==> src/rtl/rc4_pkg.sv <==
// ============================================================================
//  Module      : rc4_pkg
//  Description : Shared definitions for the RC4 PRGA decryptor: S-array
//                size and the controller state encoding.
//  Revision    : 1.0 - initial release
// ============================================================================
`default_nettype none

package rc4_pkg;

    // Number of entries in the RC4 permutation array.
    localparam int S_SIZE = 256;

    // Controller states. One byte of keystream costs one pass RD_I..WR_PT.
    typedef enum logic [3:0] {
        ST_IDLE   = 4'd0,
        ST_RD_I   = 4'd1,
        ST_WAIT_I = 4'd2,
        ST_RD_J   = 4'd3,
        ST_WAIT_J = 4'd4,
        ST_WR_I   = 4'd5,
        ST_WR_J   = 4'd6,
        ST_RD_F   = 4'd7,
        ST_WAIT_F = 4'd8,
        ST_WR_PT  = 4'd9,
        ST_DONE   = 4'd10
    } prga_state_e;

endpackage

`default_nettype wire

==> src/rtl/prga_decrypt_datapath.sv <==
// ============================================================================
//  Module      : prga_datapath
//  Description : RC4 PRGA datapath. Holds i, j, k, S[i], S[j], keystream
//                byte f and ciphertext byte ct, and decodes the controller
//                state into S-RAM and plaintext-RAM address/data/enables.
//  Ports       : clk, rst        - clock, synchronous active-high reset
//                state           - current controller state
//                clear           - start of run: zero i, j, k
//                s_rdata/ct_rdata- RAM/ROM read data (1-cycle latency)
//                s_*/ct_*/pt_*   - memory interface outputs
//                more_bytes      - k+1 < MSG_LEN (evaluated in WR_PT)
//  Revision    : 1.0 - initial release
// ============================================================================
`default_nettype none

module prga_datapath
    import rc4_pkg::*;
#(
    parameter int MSG_LEN = 32,
    parameter int AW      = 5
) (
    input  logic          clk,
    input  logic          rst,
    input  prga_state_e   state,
    input  logic          clear,
    input  logic [7:0]    s_rdata,
    input  logic [7:0]    ct_rdata,
    output logic [7:0]    s_addr,
    output logic [7:0]    s_wdata,
    output logic          s_wren,
    output logic [AW-1:0] ct_addr,
    output logic [AW-1:0] pt_addr,
    output logic [7:0]    pt_wdata,
    output logic          pt_wren,
    output logic          more_bytes
);

    localparam int C_IDX_W = $clog2(S_SIZE);
    // k carries one spare bit so k == MSG_LEN is representable without wrap.
    localparam int C_KW = AW + 1;
    localparam logic [C_KW-1:0] C_MSG_LEN = C_KW'(MSG_LEN);

    logic [C_IDX_W-1:0] i_q,  i_d;
    logic [C_IDX_W-1:0] j_q,  j_d;
    logic [C_KW-1:0]    k_q,  k_d;
    logic [7:0]         si_q, si_d;
    logic [7:0]         sj_q, sj_d;
    logic [7:0]         f_q,  f_d;
    logic [7:0]         ct_q, ct_d;

    logic               w_s_wr;
    logic               w_pt_wr;
    logic [C_KW-1:0]    w_k_inc;

    assign w_k_inc    = k_q + C_KW'(1);
    assign more_bytes = (w_k_inc < C_MSG_LEN);

    always_comb begin
        i_d     = i_q;
        j_d     = j_q;
        k_d     = k_q;
        si_d    = si_q;
        sj_d    = sj_q;
        f_d     = f_q;
        ct_d    = ct_q;
        s_addr  = 8'd0;
        s_wdata = 8'd0;
        w_s_wr  = 1'b0;
        w_pt_wr = 1'b0;
        case (state)
            ST_IDLE, ST_DONE: begin
                if (clear) begin
                    i_d = '0;
                    j_d = '0;
                    k_d = '0;
                end
            end
            ST_RD_I: begin
                s_addr = i_q + 8'd1;
                i_d    = i_q + 8'd1;
            end
            ST_WAIT_I: begin
                si_d = s_rdata;
                j_d  = j_q + s_rdata;
            end
            ST_RD_J: begin
                s_addr = j_q;
            end
            ST_WAIT_J: begin
                sj_d = s_rdata;
            end
            // When i == j both writes hit one address; the second rewrites
            // the original value, so S[i] is left unchanged.
            ST_WR_I: begin
                s_addr  = i_q;
                s_wdata = sj_q;
                w_s_wr  = 1'b1;
            end
            ST_WR_J: begin
                s_addr  = j_q;
                s_wdata = si_q;
                w_s_wr  = 1'b1;
            end
            ST_RD_F: begin
                s_addr = si_q + sj_q;
            end
            ST_WAIT_F: begin
                f_d  = s_rdata;
                ct_d = ct_rdata;
            end
            ST_WR_PT: begin
                w_pt_wr = 1'b1;
                k_d     = w_k_inc;
            end
            default: ;
        endcase
    end

    // Enables are masked by rst so a reset cycle can never commit a write.
    assign s_wren   = w_s_wr  & ~rst;
    assign pt_wren  = w_pt_wr & ~rst;
    assign pt_wdata = f_q ^ ct_q;
    assign ct_addr  = k_q[AW-1:0];
    assign pt_addr  = k_q[AW-1:0];

    always_ff @(posedge clk) begin
        if (rst) begin
            i_q  <= '0;
            j_q  <= '0;
            k_q  <= '0;
            si_q <= '0;
            sj_q <= '0;
            f_q  <= '0;
            ct_q <= '0;
        end else begin
            i_q  <= i_d;
            j_q  <= j_d;
            k_q  <= k_d;
            si_q <= si_d;
            sj_q <= sj_d;
            f_q  <= f_d;
            ct_q <= ct_d;
        end
    end

endmodule

`default_nettype wire

==> src/rtl/prga_decrypt.sv <==
// ============================================================================
//  Module      : prga_decrypt
//  Description : RC4 PRGA decryptor. Walks an already key-scheduled S-array
//                in external RAM, XORs the keystream with MSG_LEN ciphertext
//                bytes and writes the plaintext. 9 cycles per byte.
//  Ports       : clk, rst           - clock, synchronous active-high reset
//                start / done       - run request / run complete (level)
//                s_addr, s_wdata, s_wren, s_rdata - S-array RAM
//                ct_addr, ct_rdata  - ciphertext ROM
//                pt_addr, pt_wdata, pt_wren        - plaintext RAM
//  Revision    : 1.0 - initial release
// ============================================================================
`default_nettype none

module prga_decrypt
    import rc4_pkg::*;
#(
    parameter  int MSG_LEN = 32,
    localparam int AW      = (MSG_LEN > 1) ? $clog2(MSG_LEN) : 1
) (
    input  logic          clk,
    input  logic          rst,
    input  logic          start,
    output logic          done,
    output logic [7:0]    s_addr,
    output logic [7:0]    s_wdata,
    output logic          s_wren,
    input  logic [7:0]    s_rdata,
    output logic [AW-1:0] ct_addr,
    input  logic [7:0]    ct_rdata,
    output logic [AW-1:0] pt_addr,
    output logic [7:0]    pt_wdata,
    output logic          pt_wren
);

    prga_state_e state_q, state_d;
    logic        w_clear;
    logic        w_more_bytes;

    // start is only looked at in IDLE and DONE; every other state simply
    // advances along the fixed 9-state byte sequence.
    always_comb begin
        state_d = state_q;
        w_clear = 1'b0;
        case (state_q)
            ST_IDLE, ST_DONE: begin
                if (start) begin
                    state_d = ST_RD_I;
                    w_clear = 1'b1;
                end
            end
            ST_RD_I:   state_d = ST_WAIT_I;
            ST_WAIT_I: state_d = ST_RD_J;
            ST_RD_J:   state_d = ST_WAIT_J;
            ST_WAIT_J: state_d = ST_WR_I;
            ST_WR_I:   state_d = ST_WR_J;
            ST_WR_J:   state_d = ST_RD_F;
            ST_RD_F:   state_d = ST_WAIT_F;
            ST_WAIT_F: state_d = ST_WR_PT;
            ST_WR_PT:  state_d = w_more_bytes ? ST_RD_I : ST_DONE;
            default:   state_d = ST_IDLE;
        endcase
    end

    always_ff @(posedge clk) begin
        if (rst) begin
            state_q <= ST_IDLE;
        end else begin
            state_q <= state_d;
        end
    end

    assign done = (state_q == ST_DONE);

    prga_datapath #(
        .MSG_LEN (MSG_LEN),
        .AW      (AW)
    ) u_datapath (
        .clk        (clk),
        .rst        (rst),
        .state      (state_q),
        .clear      (w_clear),
        .s_rdata    (s_rdata),
        .ct_rdata   (ct_rdata),
        .s_addr     (s_addr),
        .s_wdata    (s_wdata),
        .s_wren     (s_wren),
        .ct_addr    (ct_addr),
        .pt_addr    (pt_addr),
        .pt_wdata   (pt_wdata),
        .pt_wren    (pt_wren),
        .more_bytes (w_more_bytes)
    );

endmodule

`default_nettype wire

==> config.mk <==
export PLATFORM = sky130hd
export DESIGN_NAME = prga_decrypt
export DESIGN_NICKNAME = d
export VERILOG_FILES = /design/src/rtl/rc4_pkg.sv /design/src/rtl/prga_decrypt_datapath.sv /design/src/rtl/prga_decrypt.sv
export SDC_FILE = /design/constraint.sdc
export NUM_CORES = 1
export LEC_CHECK = 0
export CELL_PAD_IN_SITES_DETAIL_PLACEMENT = 1
export CELL_PAD_IN_SITES_GLOBAL_PLACEMENT = 1
export CORE_UTILIZATION = 50
export DETAILED_ROUTE_END_ITERATION = 8
export DONT_BUFFER_PORTS = 1
export GPL_TIMING_DRIVEN = 0
export PLACE_DENSITY_LB_ADDON = 0.12
export SLEW_MARGIN = 30
export SYNTH_ARGS = -nofsm -noshare
export SYNTH_HDL_FRONTEND = slang
export SYNTH_SLANG_ARGS = --single-unit
export TNS_END_PERCENT = 20
==> constraint.sdc <==
create_clock -name clk -period 5.3 [get_ports clk]
set_input_delay 1.325 -clock clk [delete_from_list [all_inputs] [get_ports clk]]
set_output_delay 1.325 -clock clk [all_outputs]
set_load 0.05 [all_outputs]
==> results_dict.tcl, run 1 <==
set metrics [dict create \
    clockBufferDepth 2 \
    worst_pin_slew_ns 1.03 \
    fin_skew_ns 0.00550 \
    clk_pin_slew_ns 0.07 \
    drt_iter0_drc 171 \
    synth_top_area_cell "dfxtp_1" \
    synthCells 446 \
    finalCritPeriodShare 0.740 \
    maxSlewHeadroom 0.309 \
    worstRegToRegCells 6 \
    wirelength_um 10500 \
    dp.cells 523 \
    grt_usage 0.301 \
    rsz0062_at_grt "false" \
    viasPerCell 6.08 \
    r2r_slack_ns 3.21 \
    hold_path_end "u_datapath.ct_q[6]$_SDFFE_PP0P_" \
    wl_per_cell_um 19.4 \
    ant_nets 0 \
    antennaDiodeCount 0 \
    synth_commonest_cells "nand2_1 (89), dfxtp_1 (58), a21oi_1 (57), nor2_1 (32)" \
    startpoint_type "flop" \
    grt_pass1_vias 3403 \
    drive_gt1_frac 0.102 \
    grt_max_degree 11 \
    cts_tree "yes" \
    async_reset_ff_frac 0 \
    leakagePower_nw 1.52 \
    ys_seq_area_frac 0.336 \
    ys_seq_elements 58 \
    hp-class "flop to flop" \
    cp.arrival_ns 2.60 \
    fin_setup_tns_ns 0 \
    firstDrtPassIters 4 \
    cap_viol_max_count 0 \
    antenna_found_initial 0 \
    start_util 0.532 \
    area.sequential_um2 1160 \
    synth.most_common_cell "nand2_1" \
    crit_required_ns 3.97 \
    setup_viol 0 \
    slew_viol_final 0 \
    die_area_um2 7250 \
    fin_util 0.582 \
    worst-path-max-fanout 4 \
    port_buffers 0 \
    io_pins 56 \
    r2r-start "u_datapath.j_q[1]$_SDFFE_PP0P_" \
    grt.overflow.total 0 \
    dp_hpwl_um 7820 \
    syn_area_per_cell_um2 7.75 \
    outcome "finished clean" \
    multi_input_area_um2 2130 \
    yosysUniqueCellTypes 53 \
    cts_hold_buf 0 \
    cts_sinks 58 \
    cts_made_buffers 9 \
    num_vias 3285 \
    cts_resized 0 \
    hold_viol 0 \
    h-tree-depth 3 \
    min_path_cells 2 \
    clock-root-buffer "clkbuf_8" \
    syn_nets 483 \
    core_um2 6490 \
    cts_setup_buffers 0 \
    clock_latency_ns 0.34 \
    routed.top_layer "met4" \
    fp.dieW_um 85.1 \
    wl_met1_um 4630 \
    wl_met3_um 433 \
    clock.fmax_mhz 255 \
    die_height_um 85.1 \
    drc 0 \
    cp-end-kind "output pin" \
    synth_flop_cell "dfxtp_1" \
    nets 495 \
    gp_congestion 0.795 \
    min_period_ns 3.92 \
    synth_top_area_frac 0.336 \
    grt_first_pass_wirelength_um 17000 \
    hp-start "u_datapath.ct_q[6]$_SDFFE_PP0P_" \
    core.rowCount 29 \
    synth-edff-count 0 \
    syn_to_final_growth_pct 9.34 \
    r2r-end "u_datapath.j_q[7]$_SDFFE_PP0P_" \
    instances_no_fill 540 \
    fillCellCount 814 \
    netlist_area_um2 3460 \
    ir_drop_mv 0.184 \
    wl_met2_um 5300 \
    synth.area.top_cells "dfxtp_1 (34%), nand2_1 (9.7%), a21oi_1 (8.3%)" \
    power_density_nw_per_um2 287 \
    yosysWarningCount 0 \
    timing_worst_setup_path_type "flop to output pin" \
    fin_total_pwr_w 0.00108 \
]
-- through the flow --
step	hold slack, ns	instance area, µm²	worst slack (ns)
3_5_place_dp	0.463	3560	1.40
6_report	0.470	3780	1.38
2_1_floorplan	0.448	3460	1.62
5_1_grt	0.500	3780	1.27
3_3_place_gp	0.454	3550	1.39
4_1_cts	0.475	3760	1.10
-- layer usage --
metal | global-route usage | up-vias
li1 | - | 1592
met1 | 0.383 | 1619
met2 | 0.526 | 63
met3 | 0.0545 | 11
met4 | 0.0770 | 0
met5 | 0 | -
-- layout by cell type, fill, tap and decap left out, types with 8 or more instances in the layout --
cell type,instances
nand2_1,89
dfxtp_1,58
a21oi_1,57
nor2_1,32
ha_1,16
clkbuf_1,15
xor2_1,15
o21ai_0,15
buf_4,12
nand3_1,11
clkbuf_8,10
a22o_1,8
a22oi_1,8
-- where the power goes --
part / internal (W) / total, W / switching, W / leakage, nW
sequential: 0.000453 / 0.000470 / 0.0000172 / 0.469
clock: 0.000228 / 0.000413 / 0.000185 / 0.103
combinational: 0.0000635 / 0.000200 / 0.000137 / 0.948
total: 0.000745 / 0.00108 / 0.000338 / 1.52
-- logic make-up after synthesis --
group	after synthesis	synth area share
flip-flops	58	0.336
AO/OA/AOI/OAI	125	0.230
adder cells (fa/ha/maj)	19	0.0724
AND/OR/NAND/NOR	181	0.242
XOR/XNOR	22	0.0558
buffers and inverters	38	0.0554
multiplexers	3	0.00869
-- sequential cells by signal, summed over array words and instances, names as in the netlist --
name / flops
u_datapath.j_q: 8
u_datapath.si_q: 8
u_datapath.i_q: 8
u_datapath.ct_q: 8
u_datapath.k_q: 6
u_datapath.f_q: 8
u_datapath.sj_q: 8
state_q: 4
-- worst max path at each step --
stage / start / endpoint / cells after the start
floorplan: rst / pt_wren / 3
global placement: rst / pt_wren / 3
detailed placement: rst / pt_wren / 3
CTS: u_datapath.sj_q[0]$_SDFFE_PP0P_ / s_addr[6] / 7
global route: u_datapath.si_q[1]$_SDFFE_PP0P_ / s_addr[7] / 6
finish: u_datapath.sj_q[1]$_SDFFE_PP0P_ / s_addr[5] / 6
-- worst max-delay path, cell delays in order, from the launching register on --
cell and delay, ns:
dfxtp_1 0.43, ha_1 0.26, a21o_1 0.16, a21o_1 0.24
a21oi_1 0.21, mux2i_1 0.12, o211ai_1 0.83
-- area by class of cell --
class | instances | share of cell area
Buffer | 33 | 0.0457
Clock buffer | 11 | 0.0374
Clock inverter | 5 | 0.0142
Inverter | 5 | 0.00497
Multi-Input combinational cell | 350 | 0.563
Sequential cell | 58 | 0.307
Tap cell | 77 | 0.0255
Timing Repair Buffer | 1 | 0.00199
No activity file was read; power rests on OpenSTA's default activity.
==> run 2: changes to the inputs <==
--- a/config.mk
+++ b/config.mk
@@ -7,7 +7,7 @@
 export LEC_CHECK = 0
 export CELL_PAD_IN_SITES_DETAIL_PLACEMENT = 1
 export CELL_PAD_IN_SITES_GLOBAL_PLACEMENT = 1
-export CORE_UTILIZATION = 50
+export CORE_UTILIZATION = 42
 export DETAILED_ROUTE_END_ITERATION = 8
 export DONT_BUFFER_PORTS = 1
 export GPL_TIMING_DRIVEN = 0
==> constraint.sdc (replaced) <==
create_clock -name clk -period 3.3 [get_ports clk]
set_input_delay 0.825 -clock clk [delete_from_list [all_inputs] [get_ports clk]]
set_output_delay 0.825 -clock clk [all_outputs]
set_load 0.05 [all_outputs]
==> run 2 against run 1 <==
  * Die area grew 19%
  * Worst setup slack lost 1.3 ns
  * Via count grew 1.2%
  * Global-route usage shrank 4.3 points
  * Critical path type unchanged
  * Core utilization shrank 8.7 points
  * Design area grew 2.7%
==> results_dict.tcl, run 2 (synthesis results as in run 1) <==
set metrics [dict create \
    power.share.clock 0.391 \
    cts_sinks 58 \
    cp.depth 6 \
    grt_max_degree 11 \
    leakagePower_nw 1.54 \
    cp-end-kind "output pin" \
    cap_viol_max_count 0 \
    fin_util 0.495 \
    worstRegToRegCells 6 \
    slew_viol_final 0 \
    firstDrtPassIters 4 \
    hp-start "u_datapath.ct_q[7]$_SDFFE_PP0P_" \
    min_period_ns 3.27 \
    cpMostUsedCell "a21o_1" \
    ant_nets 0 \
    start_util 0.440 \
    port_buffers 0 \
    final_cell_mix "nand2_1 (89), a21oi_1 (55), dfxtp_1 (54), nor2_1 (32)" \
    clock.fmax_mhz 306 \
    finalCritPeriodShare 0.990 \
    drc 0 \
    seq_power_share 0.429 \
    wl_per_cell_um 18.8 \
    power_density_nw_per_um2 455 \
    p_comb_frac 0.180 \
    dp.cells 548 \
    core_um2 7850 \
    hold_viol 0 \
    clockBufferDepth 2 \
    setup_viol 0 \
    io_pins 56 \
    grt.overflow.total 0 \
    cts_made_buffers 9 \
    clk_pin_slew_ns 0.07 \
    drive_gt1_frac 0.134 \
    hold_path_end "u_datapath.ct_q[7]$_SDFFE_PP0P_" \
    startpoint "u_datapath.sj_q[1]$_SDFFE_PP0P_" \
    clock-root-buffer "clkbuf_8" \
    core.rowCount 32 \
    maxSlewHeadroom 0.313 \
    path_cells "ha_1, a21o_1, a21o_1, a21oi_2, mux2i_1, o211ai_1" \
    syn_to_final_growth_pct 12.3 \
    worst_pin_slew_ns 1.03 \
    min_path_cells 2 \
    rsz0062_at_grt "true" \
    switching_share 0.312 \
    startpoint_type "flop" \
    intPower_w 0.00122 \
    clock_latency_ns 0.34 \
    instances_no_fill 566 \
    die_height_um 92.7 \
    viasPerCell 5.87 \
    fp.dieW_um 92.7 \
    path_buf_inv 0 \
    finalHoldWorstSlack_ns 0.468 \
    timing_worst_setup_path_type "flop to output pin" \
    fillCellCount 994 \
    fin_skew_ns 0.00930 \
    outcome "finished clean" \
    num_vias 3323 \
    antennaDiodeCount 0 \
    crit_required_ns 2.47 \
    cp.arrival_ns 2.44 \
    r2r-start "u_datapath.j_q[1]$_SDFFE_PP0P_" \
    cts_hold_buf 0 \
    grt_pass1_vias 3430 \
    wirelength_um 10600 \
    grt_first_pass_wirelength_um 17200 \
    slowest_delay_ns 0.83 \
    r2r-end "u_datapath.j_q[7]$_SDFFE_PP0P_" \
    cts_tree "yes" \
    ir_drop_mv 0.260 \
    gp_congestion 0.835 \
    die_area_um2 8600 \
    hp-class "flop to flop" \
    antenna_found_initial 0 \
    dp_hpwl_um 7760 \
    p_switching_w 0.000551 \
    layout_commonest_cell "nand2_1" \
    h-tree-depth 3 \
    r2r_slack_ns 1.23 \
    drt_iter0_drc 185 \
    grt_usage 0.258 \
    cp_top_family "compound AO/OA/AOI/OAI gates" \
    cp_slowest_cell "o211ai_1" \
    nets 496 \
    worst-path-max-fanout 4 \
]
[run 2: cell types whose count changed in the layout (fill, tap and decap cells not counted), sizes merged]
cell      delta
buf          +2
clkbuf       -1
clkinv       -1
clkinvlp     +1
[run 2: layer usage]
metal | vias to the layer above | GRT usage | routed length (µm)
li1 | 1588 | - | -
met1 | 1665 | 0.323 | 4770
met2 | 63 | 0.436 | 5120
met3 | 7 | 0.0567 | 602
met4 | 0 | 0.0872 | 124
met5 | - | 0 | 0
[run 2: layout make-up]
cell class / count / area (µm²) / share of cell area
plain buffers: 32 / 170 / 0.0438
well taps: 102 / 128 / 0.0329
flip-flops and latches: 58 / 1170 / 0.301
repair buffers: 3 / 22.5 / 0.00580
inverters: 5 / 18.8 / 0.00484
multi-input cells: 350 / 2170 / 0.559
clock inverters: 5 / 52.6 / 0.0135
clock buffers: 11 / 151 / 0.0390
[run 2: worst max-delay path by stage]
stage / to / slack (ns)
floorplan: s_addr[6] / 0.19
global placement: s_addr[6] / 0.06
detailed placement: s_addr[6] / -0.02
CTS: s_addr[6] / -0.21
global route: s_addr[5] / -0.05
finish: s_addr[5] / 0.03
[run 2: timing repair]
item / CTS / global route
endpoints found under the setup margin: 4 / 10
resized for setup: 8 / 6
pin swaps: 6 / 4
setup buffers: 2 / 0
endpoints found under the hold margin: 0 / 0
[run 2: through the flow]
step / TNS (ns) / worst slack [ns] / total power [W] / instance area [µm²]
after floorplan: 0 / 0.191 / 0.000998 / 3460
after detailed placement: -0.0204 / -0.0204 / 0.00109 / 3590
final: 0 / 0.0324 / 0.00177 / 3880
after global placement: 0 / 0.0596 / 0.00107 / 3580
after global routing: -0.0523 / -0.0523 / 0.00185 / 3880
after CTS: -0.299 / -0.215 / 0.00177 / 3840
[run 2: power by group through the flow]
stage,clock (W),combinational (W),sequential [W]
after floorplan,0,0.000238,0.000760
after global placement,0,0.000303,0.000770
after detailed placement,0,0.000314,0.000772
after CTS,0.000701,0.000317,0.000756
after global routing,0.000738,0.000351,0.000760
final,0.000691,0.000319,0.000757
[run 2: tightest hold or removal path: stages, from the launching register on]
cell and delay [ns]:
dfxtp_1 0.32, nand2_1 0.05, a21oi_1 0.05
==> run 3: changes to the inputs <==
--- a/config.mk
+++ b/config.mk
@@ -5,6 +5,7 @@
 export SDC_FILE = /design/constraint.sdc
 export NUM_CORES = 1
 export LEC_CHECK = 0
+export CAP_MARGIN = 20
 export CELL_PAD_IN_SITES_DETAIL_PLACEMENT = 1
 export CELL_PAD_IN_SITES_GLOBAL_PLACEMENT = 1
 export CORE_UTILIZATION = 42
==> results of run 3 <==
No change in the layout: final DEF, timing and power equal those of run 2.
